===== config.mk =====
export PLATFORM = sky130hd
export DESIGN_NAME = frame_ingress_arbiter
export DESIGN_NICKNAME = d
export VERILOG_FILES = /design/src/rtl/frame_ingress_arbiter.sv
export SDC_FILE = /design/constraint.sdc
export NUM_CORES = 1
export LEC_CHECK = 0
export BUFFER_PORTS_ARGS = -buffer_cell sky130_fd_sc_hd__buf_2
export CAP_MARGIN = 20
export CORE_MARGIN = 5
export CORE_UTILIZATION = 43
export DETAILED_ROUTE_END_ITERATION = 7
export PLACE_DENSITY = 0.87
export RECOVER_POWER = 100
export SYNTH_ARGS = -nofsm -noshare
export SYNTH_HDL_FRONTEND = slang
export SYNTH_SLANG_ARGS = --single-unit

===== constraint.sdc =====
create_clock -name clk -period 2.5 [get_ports clk]
set_input_delay 0.375 -clock clk [delete_from_list [all_inputs] [get_ports clk]]
set_output_delay 0.375 -clock clk [all_outputs]
set_load 0.01 [all_outputs]

===== src/rtl/frame_ingress_arbiter.sv =====
// Frame-granular round-robin arbiter: shares one AXI-Stream egress among NUM_PORTS sources,
// holding each grant from first beat to tlast, with a programmable inter-frame gap.
module frame_ingress_arbiter #(
    parameter int NUM_PORTS  = 4,
    parameter int DATA_WIDTH = 16
) (
    input  logic                            clk,
    input  logic                            reset,
    input  logic [7:0]                      writedata,
    input  logic                            write,
    input  logic                            chipselect,
    input  logic [7:0]                      address,
    input  logic                            read,
    output logic [7:0]                      readdata,
    input  logic [NUM_PORTS*DATA_WIDTH-1:0] src_tdata,
    input  logic [NUM_PORTS-1:0]            src_tvalid,
    input  logic [NUM_PORTS-1:0]            src_tlast,
    output logic [NUM_PORTS-1:0]            src_tready,
    output logic [DATA_WIDTH-1:0]           egress_port_tdata,
    output logic                            egress_port_tvalid,
    input  logic                            egress_port_tready,
    output logic                            egress_port_tlast
);

    localparam int PW = (NUM_PORTS > 1) ? $clog2(NUM_PORTS) : 1;

    localparam logic [1:0] ST_IDLE  = 2'd0;
    localparam logic [1:0] ST_GRANT = 2'd1;
    localparam logic [1:0] ST_GAP   = 2'd2;

    logic [1:0]           state;
    logic [PW-1:0]        grant;
    logic [PW-1:0]        rr_ptr;
    logic [PW-1:0]        sel;
    logic                 sel_found;
    logic [PW-1:0]        next_ptr;
    logic [NUM_PORTS-1:0] req;
    logic [NUM_PORTS-1:0] port_enable;
    logic [7:0]           gap_cycles;
    logic [7:0]           gap_cnt;
    logic [7:0]           last_grant;
    logic [7:0]           frame_count;
    logic                 frame_done;

    // Round-robin search: first requesting port at or above rr_ptr, wrapping.
    always_comb begin : arb_search
        int idx;
        // NOTE: every always_comb output gets a default first so no latch is inferred.
        req       = src_tvalid & port_enable;
        sel       = '0;
        sel_found = 1'b0;
        idx       = 0;
        for (int i = 0; i < NUM_PORTS; i++) begin
            idx = int'(rr_ptr) + i;
            if (idx >= NUM_PORTS) begin
                idx = idx - NUM_PORTS;
            end
            if (!sel_found && req[idx]) begin
                sel       = PW'(idx);
                sel_found = 1'b1;
            end
        end
    end

    always_comb begin
        egress_port_tdata  = '0;
        egress_port_tvalid = 1'b0;
        egress_port_tlast  = 1'b0;
        src_tready         = '0;
        if (state == ST_GRANT) begin
            egress_port_tdata  = src_tdata[int'(grant)*DATA_WIDTH +: DATA_WIDTH];
            egress_port_tvalid = src_tvalid[grant];
            egress_port_tlast  = src_tlast[grant];
            src_tready[grant]  = egress_port_tready;
        end
    end

    assign frame_done = egress_port_tvalid && egress_port_tready && egress_port_tlast;
    assign next_ptr   = (int'(grant) == NUM_PORTS - 1) ? '0 : grant + PW'(1);

    // The gap counter is loaded on GAP entry, so later gap_cycles writes never disturb it.
    always_ff @(posedge clk) begin
        // NOTE: sequential state uses non-blocking assignments only.
        if (!reset) begin
            state       <= ST_IDLE;
            grant       <= '0;
            rr_ptr      <= '0;
            gap_cnt     <= 8'h00;
            last_grant  <= 8'h00;
            frame_count <= 8'h00;
        end else begin
            case (state)
                ST_IDLE: begin
                    if (sel_found) begin
                        grant      <= sel;
                        last_grant <= 8'(sel);
                        state      <= ST_GRANT;
                    end
                end
                ST_GRANT: begin
                    if (frame_done) begin
                        frame_count <= frame_count + 8'd1;
                        rr_ptr      <= next_ptr;
                        gap_cnt     <= gap_cycles;
                        state       <= (gap_cycles != 8'h00) ? ST_GAP : ST_IDLE;
                    end
                end
                ST_GAP: begin
                    if (gap_cnt <= 8'd1) begin
                        state <= ST_IDLE;
                    end else begin
                        gap_cnt <= gap_cnt - 8'd1;
                    end
                end
                default: state <= ST_IDLE;
            endcase
        end
    end

    always_ff @(posedge clk) begin
        if (!reset) begin
            gap_cycles  <= 8'h00;
            port_enable <= '1;
        end else if (chipselect && write) begin
            case (address)
                8'h00:   gap_cycles  <= writedata;
                8'h01:   port_enable <= writedata[NUM_PORTS-1:0];
                default: ;
            endcase
        end
    end

    always_ff @(posedge clk) begin
        if (!reset) begin
            readdata <= 8'h00;
        end else if (chipselect && read) begin
            case (address)
                8'h00:   readdata <= gap_cycles;
                8'h01:   readdata <= 8'(port_enable);
                8'h02:   readdata <= last_grant;
                8'h03:   readdata <= frame_count;
                8'h04:   readdata <= {6'b0, state};
                default: readdata <= 8'h00;
            endcase
        end
    end

endmodule


Word level (Yosys, flattened, before mapping)
Index checks and enable logic that the tools add are counted.
- word-level logic and storage cells: 108
- bits of input ports: 94
- output and inout bits: 30
- flip-flop bits (word level): 42
- order comparisons: 11
- equality and inequality tests: 11
- reduce and logical (&&, ||, !) cells: 21
- add/subtract/negate cells: 10
- bitwise logic cells: 2
- shift operators: 1
- multiplexer cells: 44
- operators with widths (operator ; number):
    32-bit by 4-bit less-than comparator with 1-bit output, second input constant ; 4
    32-bit two-way mux ; 4
    64-bit by 7-bit variable part select with 16-bit output ; 1
    8-bit one-hot mux with 5 select lines ; 1
    2-bit two-way mux ; 9
    1-bit two-way mux ; 17
    8-bit by 2-bit equality test with 1-bit output, second input constant ; 2
    16-bit two-way mux ; 1
    8-bit two-way mux ; 2
    8-bit one-hot mux with 2 select lines ; 1
    1-bit binary-select mux with 2-bit select ; 6
    3-bit by 3-bit subtractor with 4-bit output, second input constant ; 3
    3-bit greater-or-equal comparator, second input constant ; 3
    8-bit by 1-bit adder with 8-bit output, second input constant ; 1
    4-bit bitwise AND ; 2
    8-bit by 1-bit equality test with 1-bit output, second input constant ; 1
    8-bit by 3-bit equality test with 1-bit output, second input constant ; 1
    8-bit by 1-bit <= comparator with 1-bit output, second input constant ; 1
    1-bit logical AND ; 8
    8-bit logical NOT ; 1
    2-bit != test, second input constant ; 4
    2-bit AND reduction ; 4
    8-bit nonzero test ; 1
    8-bit by 1-bit subtractor with 8-bit output, second input constant ; 1
    16 further kinds ; 21

Logic depth before layout (Yosys ltp)
Gate-level depths: netlist (run 1).
- depth in word-level cells: 17
- depth in mapped cells: 8
- gate-level depth less buffers: 7

Worst setup path before layout (run 1)
OpenSTA, ideal clock, no wires.
- path type: reg-to-output
- start: register, netlist name last_grant[0]
- end: output egress_port_tdata[10]
- arrival: 2.143 ns
- path slack: -0.018 ns
- cell stages (with the launch flop): 6
- required time: 2.125 ns
- buffers on the path: 3
- cell sequence: dfxtp_1 -> clkbuf_1 -> buf_1 -> buf_2 -> mux4_2 -> and2_1
- RTL lines (what ; line ; text):
    to (decl) ; 19 ; output logic [DATA_WIDTH-1:0] egress_port_tdata,

==> results of run 1 <==
## kinds of logic (layout without fill, tap and decap cells)
kind of cell | after synthesis | in the layout
DFF | 42 | 42
and+or+nand+nor | 129 | 129
buffers and inverters | 27 | 151
AOI/OAI and AO/OA | 63 | 63
muxes | 38 | 38
xor gates and xnor gates | 2 | 2
adders and majority gates | 7 | 7
## metal layers
metal | track usage [%] | up-vias | wire length, um
li1 | - | 1386 | -
met1 | 21.90 | 1391 | 3143
met2 | 37.87 | 143 | 4590
met3 | 6.093 | 20 | 780
met4 | 6.824 | 0 | 192
met5 | 0 | - | 0
## sequential cells by signal (all words and copies together), names as in the netlist
signal,count
frame_count,8
gap_cnt,8
gap_cycles,8
last_grant,2
port_enable,4
readdata,8
rr_ptr,2
state,2
## layout make-up
type,count,share of cell area [%]
clock inverter,2,1.062
multi-input combinational,239,50.67
timing repair buffer,137,19.02
sequential,42,23.83
tap,77,2.727
clock buffer,6,2.054
inverter,6,0.6374
## cells in the mapped netlist (all sizes together) (7+ instances only)
| library cell | number |
|---|---|
| mux4 | 19 |
| and2 | 20 |
| nor2 | 31 |
| nand3 | 7 |
| buf | 9 |
| ha | 7 |
| dfxtp | 42 |
| mux2i | 17 |
| nor3 | 10 |
| a22oi | 8 |
| nand2 | 26 |
| o21ai | 7 |
| clkbuf | 12 |
| a21oi | 23 |
## per-stage QoR
stage | setup slack (ps) | power, mW | instance area [um2]
final | 192.9 | 1.529 | 3533
after global routing | 95.60 | 1.596 | 3533
after CTS | 75.94 | 1.547 | 3585
after detailed placement | -2.794 | 1.016 | 3475
after global placement | 93.30 | 1.005 | 3475
after floorplan | 200.8 | 0.8701 | 2758
## worst max path at each step
stage / start / to / slack [ps] / cells past startpoint
2_1_floorplan: address[7] / port_enable[0] / 200 / 7
3_3_place_gp: address[7] / gap_cycles[5] / 90 / 7
3_5_place_dp: address[7] / gap_cycles[1] / -3 / 7
4_1_cts: last_grant[0] / egress_port_tdata[5] / 80 / 4
5_1_grt: last_grant[0] / egress_port_tdata[13] / 100 / 4
6_report: last_grant[0] / egress_port_tdata[13] / 190 / 4
## report_power, final
part | internal [mW] | switching [mW]
registers | 0.674 | 0.00776
clock network | 0.298 | 0.240
logic | 0.161 | 0.148
total | 1.13 | 0.396
## critical path, cell delays in order, from the launching register on
cell	delay [ps]
dfxtp_2	440
clkbuf_4	350
mux4_2	530
and2_0	180
buf_2	140
==> flow_summary.toml, run 1 <==
[run_status]
outcome = "finished clean"

[pwr]
powerDensity_nw_per_um2 = 432.7
leakagePower_nw = 1.508
ir_drop_uv = 272.9

[finish]
postLayoutCoreUtil_pct = 56.29
fillers = 580
final_common_cell = "buf_2"
regArea_um2 = 842.1
final_cell_mix = "buf_2 (103), dfxtp_1 (41), nor2_1 (31), nand2_1 (26), clkbuf_1 (26)"
multiInputGateArea_um2 = 1790
diodes = 0
layout-drive-gt1-share_pct = 33.33
syn_to_final_growth_pct = 28.19
nets = 532
instances_no_fill = 509

[synthesis]
yosysSeqAreaShare_pct = 30.50
synth_top_area_share_pct = 30.50
syn_inst = 308
synth_xor_area_share_pct = 0.6355
synth_seq_cells = 42
ys.flop_type = "dfxtp_1"
ys.warnings.count = 0
syn_nets = 409
synth.mux.area_fraction_pct = 22.51
synthesis.area_um2 = 2756
synth_largest_area_cell = "dfxtp_1"
ys_types = 48
avgSynthCellArea_um2 = 8.949
synth_compound_area_share_pct = 14.57
synth-edff-count = 0
synth-async-reset-ratio_pct = 0
synth.area.top_cells = "dfxtp_1 (31%), mux4_2 (16%), mux2i_1 (6.2%)"
synth_fa_ha_area_share_pct = 3.177
yosys.area_share.simple_pct = 24.19
synth_top_family_by_area = "simple AND/OR/NAND/NOR gates"

[worst_setup_path]
r2r-end = "gap_cnt[0]"
reg2reg_slack_ps = 270
worstReg2RegStart = "gap_cnt[0]"
critical_path_class = "flip-flop to primary output"
endpoint_kind = "primary output"
ff2ff_path_depth = 8
arrival_ps = 1930
start_kind = "flip-flop"
critPathRequiredTime_ps = 2120
worstPathMaxFanout = 13

[timing]
max_freq_mhz = 433.4
tns_ps = 0
whs_ps = 323.3
tightest_slew_ps = 628.0
setup_violations = 0
slew_viol_final = 0
rsz0062_at_grt = "false"
period_share_pct = 92.28
slew_headroom_pct = 58.07
hold_viol = 0
finalCriticalPeriod_ps = 2307
fin_worst_skew_ps = 4.264

[floorplanning]
dieArea_um2 = 8112
core_area_um2 = 6277
die_w_um = 90.07
die_h_um = 90.07
rows = 29
io_pins = 124
start_util_pct = 43.91

[detailed_routing]
dr.pass1.iters = 4
drtIter0Drc = 261
drtAntennaViolNets = 0
wirelength_mm = 8.706
post-route-drc-count = 0
wl_per_cell_um = 17.10
num_vias = 2940
via_per_inst = 5.776

[hold_path]
whs_path_depth = 3
hold_start = "writedata[5]"
hold_path.class = "primary input to flip-flop"
whs_endpoint = "gap_cycles[5]"

[clock_tree]
post_cts_resized = 0
cts.path.max_buffers = 2
clkLatencyLatePin_ps = 300
root_buffer = "clkbuf_8"
cts.sinks = 42
cts_buffers = 5
cts-hold-fix-buffers = 0
clk_pin_slew_worst_paths_ps = 80
cts_tree = "yes"
htreeDepth = 2
postCtsSetupRepairBufs = 0

[placement]
io_buffers = 123
gp_congestion = 0.9178
dpl.cell_count = 501
dp_hpwl_mm = 6.888

[global_route]
grt.total_usage_pct = 20.44
grt_pass1_vias = 2918
grt_pass1_wl_mm = 13.93
overflow = 0
antenna_found_initial = 0
grt_max_degree = 38

[job]
cap_violations = 0
No activity file was read; power rests on OpenSTA's default activity.
==> run 2, diff against run 1 <==
==> constraint.sdc (replaced) <==
create_clock -name clk -period 2 [get_ports clk]
set_input_delay 0.3 -clock clk [delete_from_list [all_inputs] [get_ports clk]]
set_output_delay 0.3 -clock clk [all_outputs]
set_load 0.01 [all_outputs]
==> run 2 against run 1 <==
Against the previous run: worst hold slack lost 110 ps; total power grew 26%; count of clock-buffer cells in the layout shrank 1; worst setup slack lost 180 ps; sequential power grew 25%; largest power group unchanged; highest routed layer unchanged.
==> flow_summary.toml, run 2 (same netlist as run 1, synthesis figures left out) <==
[worst_setup_path]
critPathRequiredTime_ps = 2170
worstReg2RegStart = "last_grant[0]"
arrival_ps = 2160
ff2ff_path_depth = 7
cpMostUsedCell = "or4_4"
cpPeakStageDelay_ps = 600
crit_buf_inv = 1
worstPathMaxFanout = 8
cp_top_family = "simple AND/OR/NAND/NOR gates"
endpoint_kind = "flip-flop"
r2r-end = "frame_count[4]"
critical_path_class = "primary input to flip-flop"
critical_path.cell_chain = "buf_6 > or4_4 > or3_4 > or4_4 > mux2i_2 > nor2_1"
cp_slowest_cell = "or4_4"
reg2reg_slack_ps = 80
start_kind = "primary input"

[global_route]
overflow = 0
grt_max_degree = 38
grt_use_met1_pct = 23.71
antenna_found_initial = 0
use_met3_pct = 5.008
grt_pass1_vias = 2927
grt_pass1_wl_mm = 14.23
use_met2_pct = 36.71
grt.busiest_layer = "met2"
grt.total_usage_pct = 20.70

[floorplanning]
io_pins = 124
start_util_pct = 43.91
die_h_um = 90.07
die_w_um = 90.07
core_area_um2 = 6277
rows = 29
dieArea_um2 = 8112

[timing]
hold_viol = 0
finalCriticalPeriod_ps = 1991
fin_worst_skew_ps = 10.41
whs_ps = 216.6
max_freq_mhz = 502.2
slew_viol_final = 0
period_share_pct = 99.56
setup_violations = 0
slew_headroom_pct = 56.58
rsz0062_at_grt = "true"
worst_slack_ps = 8.767
tightest_slew_ps = 650.3

[finish]
diodes = 0
final_cell_mix = "buf_2 (105), dfxtp_1 (39), nor2_1 (31), nand2_1 (26), a21oi_1 (23)"
nets = 540
final_common_cell = "buf_2"
postLayoutCoreUtil_pct = 60.83
instances_no_fill = 517
layout-drive-gt1-share_pct = 44.32
fillers = 518
syn_to_final_growth_pct = 38.54

[placement]
io_buffers = 123
dp_hpwl_mm = 6.780
gp_congestion = 0.8953
place_ws_ps = -403.3
dpl.cell_count = 505

[pwr]
powerDensity_nw_per_um2 = 504.1
power_mw = 1.925
leakagePower_nw = 1.661
ir_drop_uv = 319.9

[detailed_routing]
num_vias = 3003
drtAntennaViolNets = 0
wirelength_mm = 8.968
wl_per_cell_um = 17.35
drtIter0Drc = 207
via_per_inst = 5.809
post-route-drc-count = 0
dr.pass1.iters = 4

[hold_path]
hold_path.class = "primary input to flip-flop"
whs_path_depth = 3
hold_start = "writedata[6]"
whs_endpoint = "gap_cycles[6]"

[run_status]
outcome = "finished clean"

[clock_tree]
cts_tree = "yes"
cts.path.max_buffers = 2
clk_pin_slew_worst_paths_ps = 90
cts.sinks = 42
htreeDepth = 2
cts-hold-fix-buffers = 0
clkLatencyLatePin_ps = 310
root_buffer = "clkbuf_8"
cts_buffers = 5

[job]
cap_violations = 0
[run 2: cell count changes in the layout (fill, tap and decap cells not counted), sizes merged]
cell      delta
inv          +3
bufinv       -1
clkinvlp     -1
buf         +25
clkbuf      -18
[run 2: area by class of cell]
type / instances / area (um2) / area share, %
flip-flops and latches: 42 / 847.1 / 22.18
clock buffers: 5 / 68.82 / 1.802
multi-input cells: 239 / 1883 / 49.31
well taps: 77 / 96.34 / 2.523
repair buffers: 145 / 874.6 / 22.90
inverters: 6 / 22.52 / 0.5898
clock inverters: 3 / 26.28 / 0.6881
[run 2: where the power goes]
group / switching [mW] / leakage, nW / internal (mW)
clock network: 0.335 / 0.0495 / 0.259
logic: 0.205 / 1.27 / 0.274
registers: 0.00977 / 0.341 / 0.842
total: 0.550 / 1.66 / 1.38
[run 2: per-layer routing]
layer	vias up	part of all wire (%)
li1	1404	-
met1	1405	37
met2	173	52
met3	21	8.9
met4	0	1.9
met5	-	0
[run 2: through the flow]
step,cell area (um2),setup TNS [ps]
global placement,3517,-3237
global route,3819,-141.4
CTS,3681,0
floorplan,2785,-2593
detailed placement,3517,-3924
finish,3819,0
[run 2: worst max-delay path by stage]
stage	from	cells after the start	to	slack [ps]
floorplan	address[7]	7	port_enable[0]	-220
global placement	address[7]	7	gap_cycles[4]	-300
detailed placement	address[7]	7	gap_cycles[1]	-400
CTS	last_grant[0]	4	egress_port_tdata[9]	2
global route	address[4]	6	gap_cycles[1]	-40
finish	address[4]	6	gap_cycles[1]	9
[run 2: worst min-delay path, delay by kind of cell]
| kind | cells | cell delay [ps] |
|---|---|---|
| buffers and inverters | 1 | 70 |
| and+or+nand+nor | 1 | 70 |
| muxes | 1 | 50 |
[run 2: timing repair]
action,CTS,global route
resized for setup,14,33
endpoints found under the hold margin,0,0
endpoints found under the setup margin,26,26
cloned,0,1
buffers inserted,2,2
pin swaps,3,20
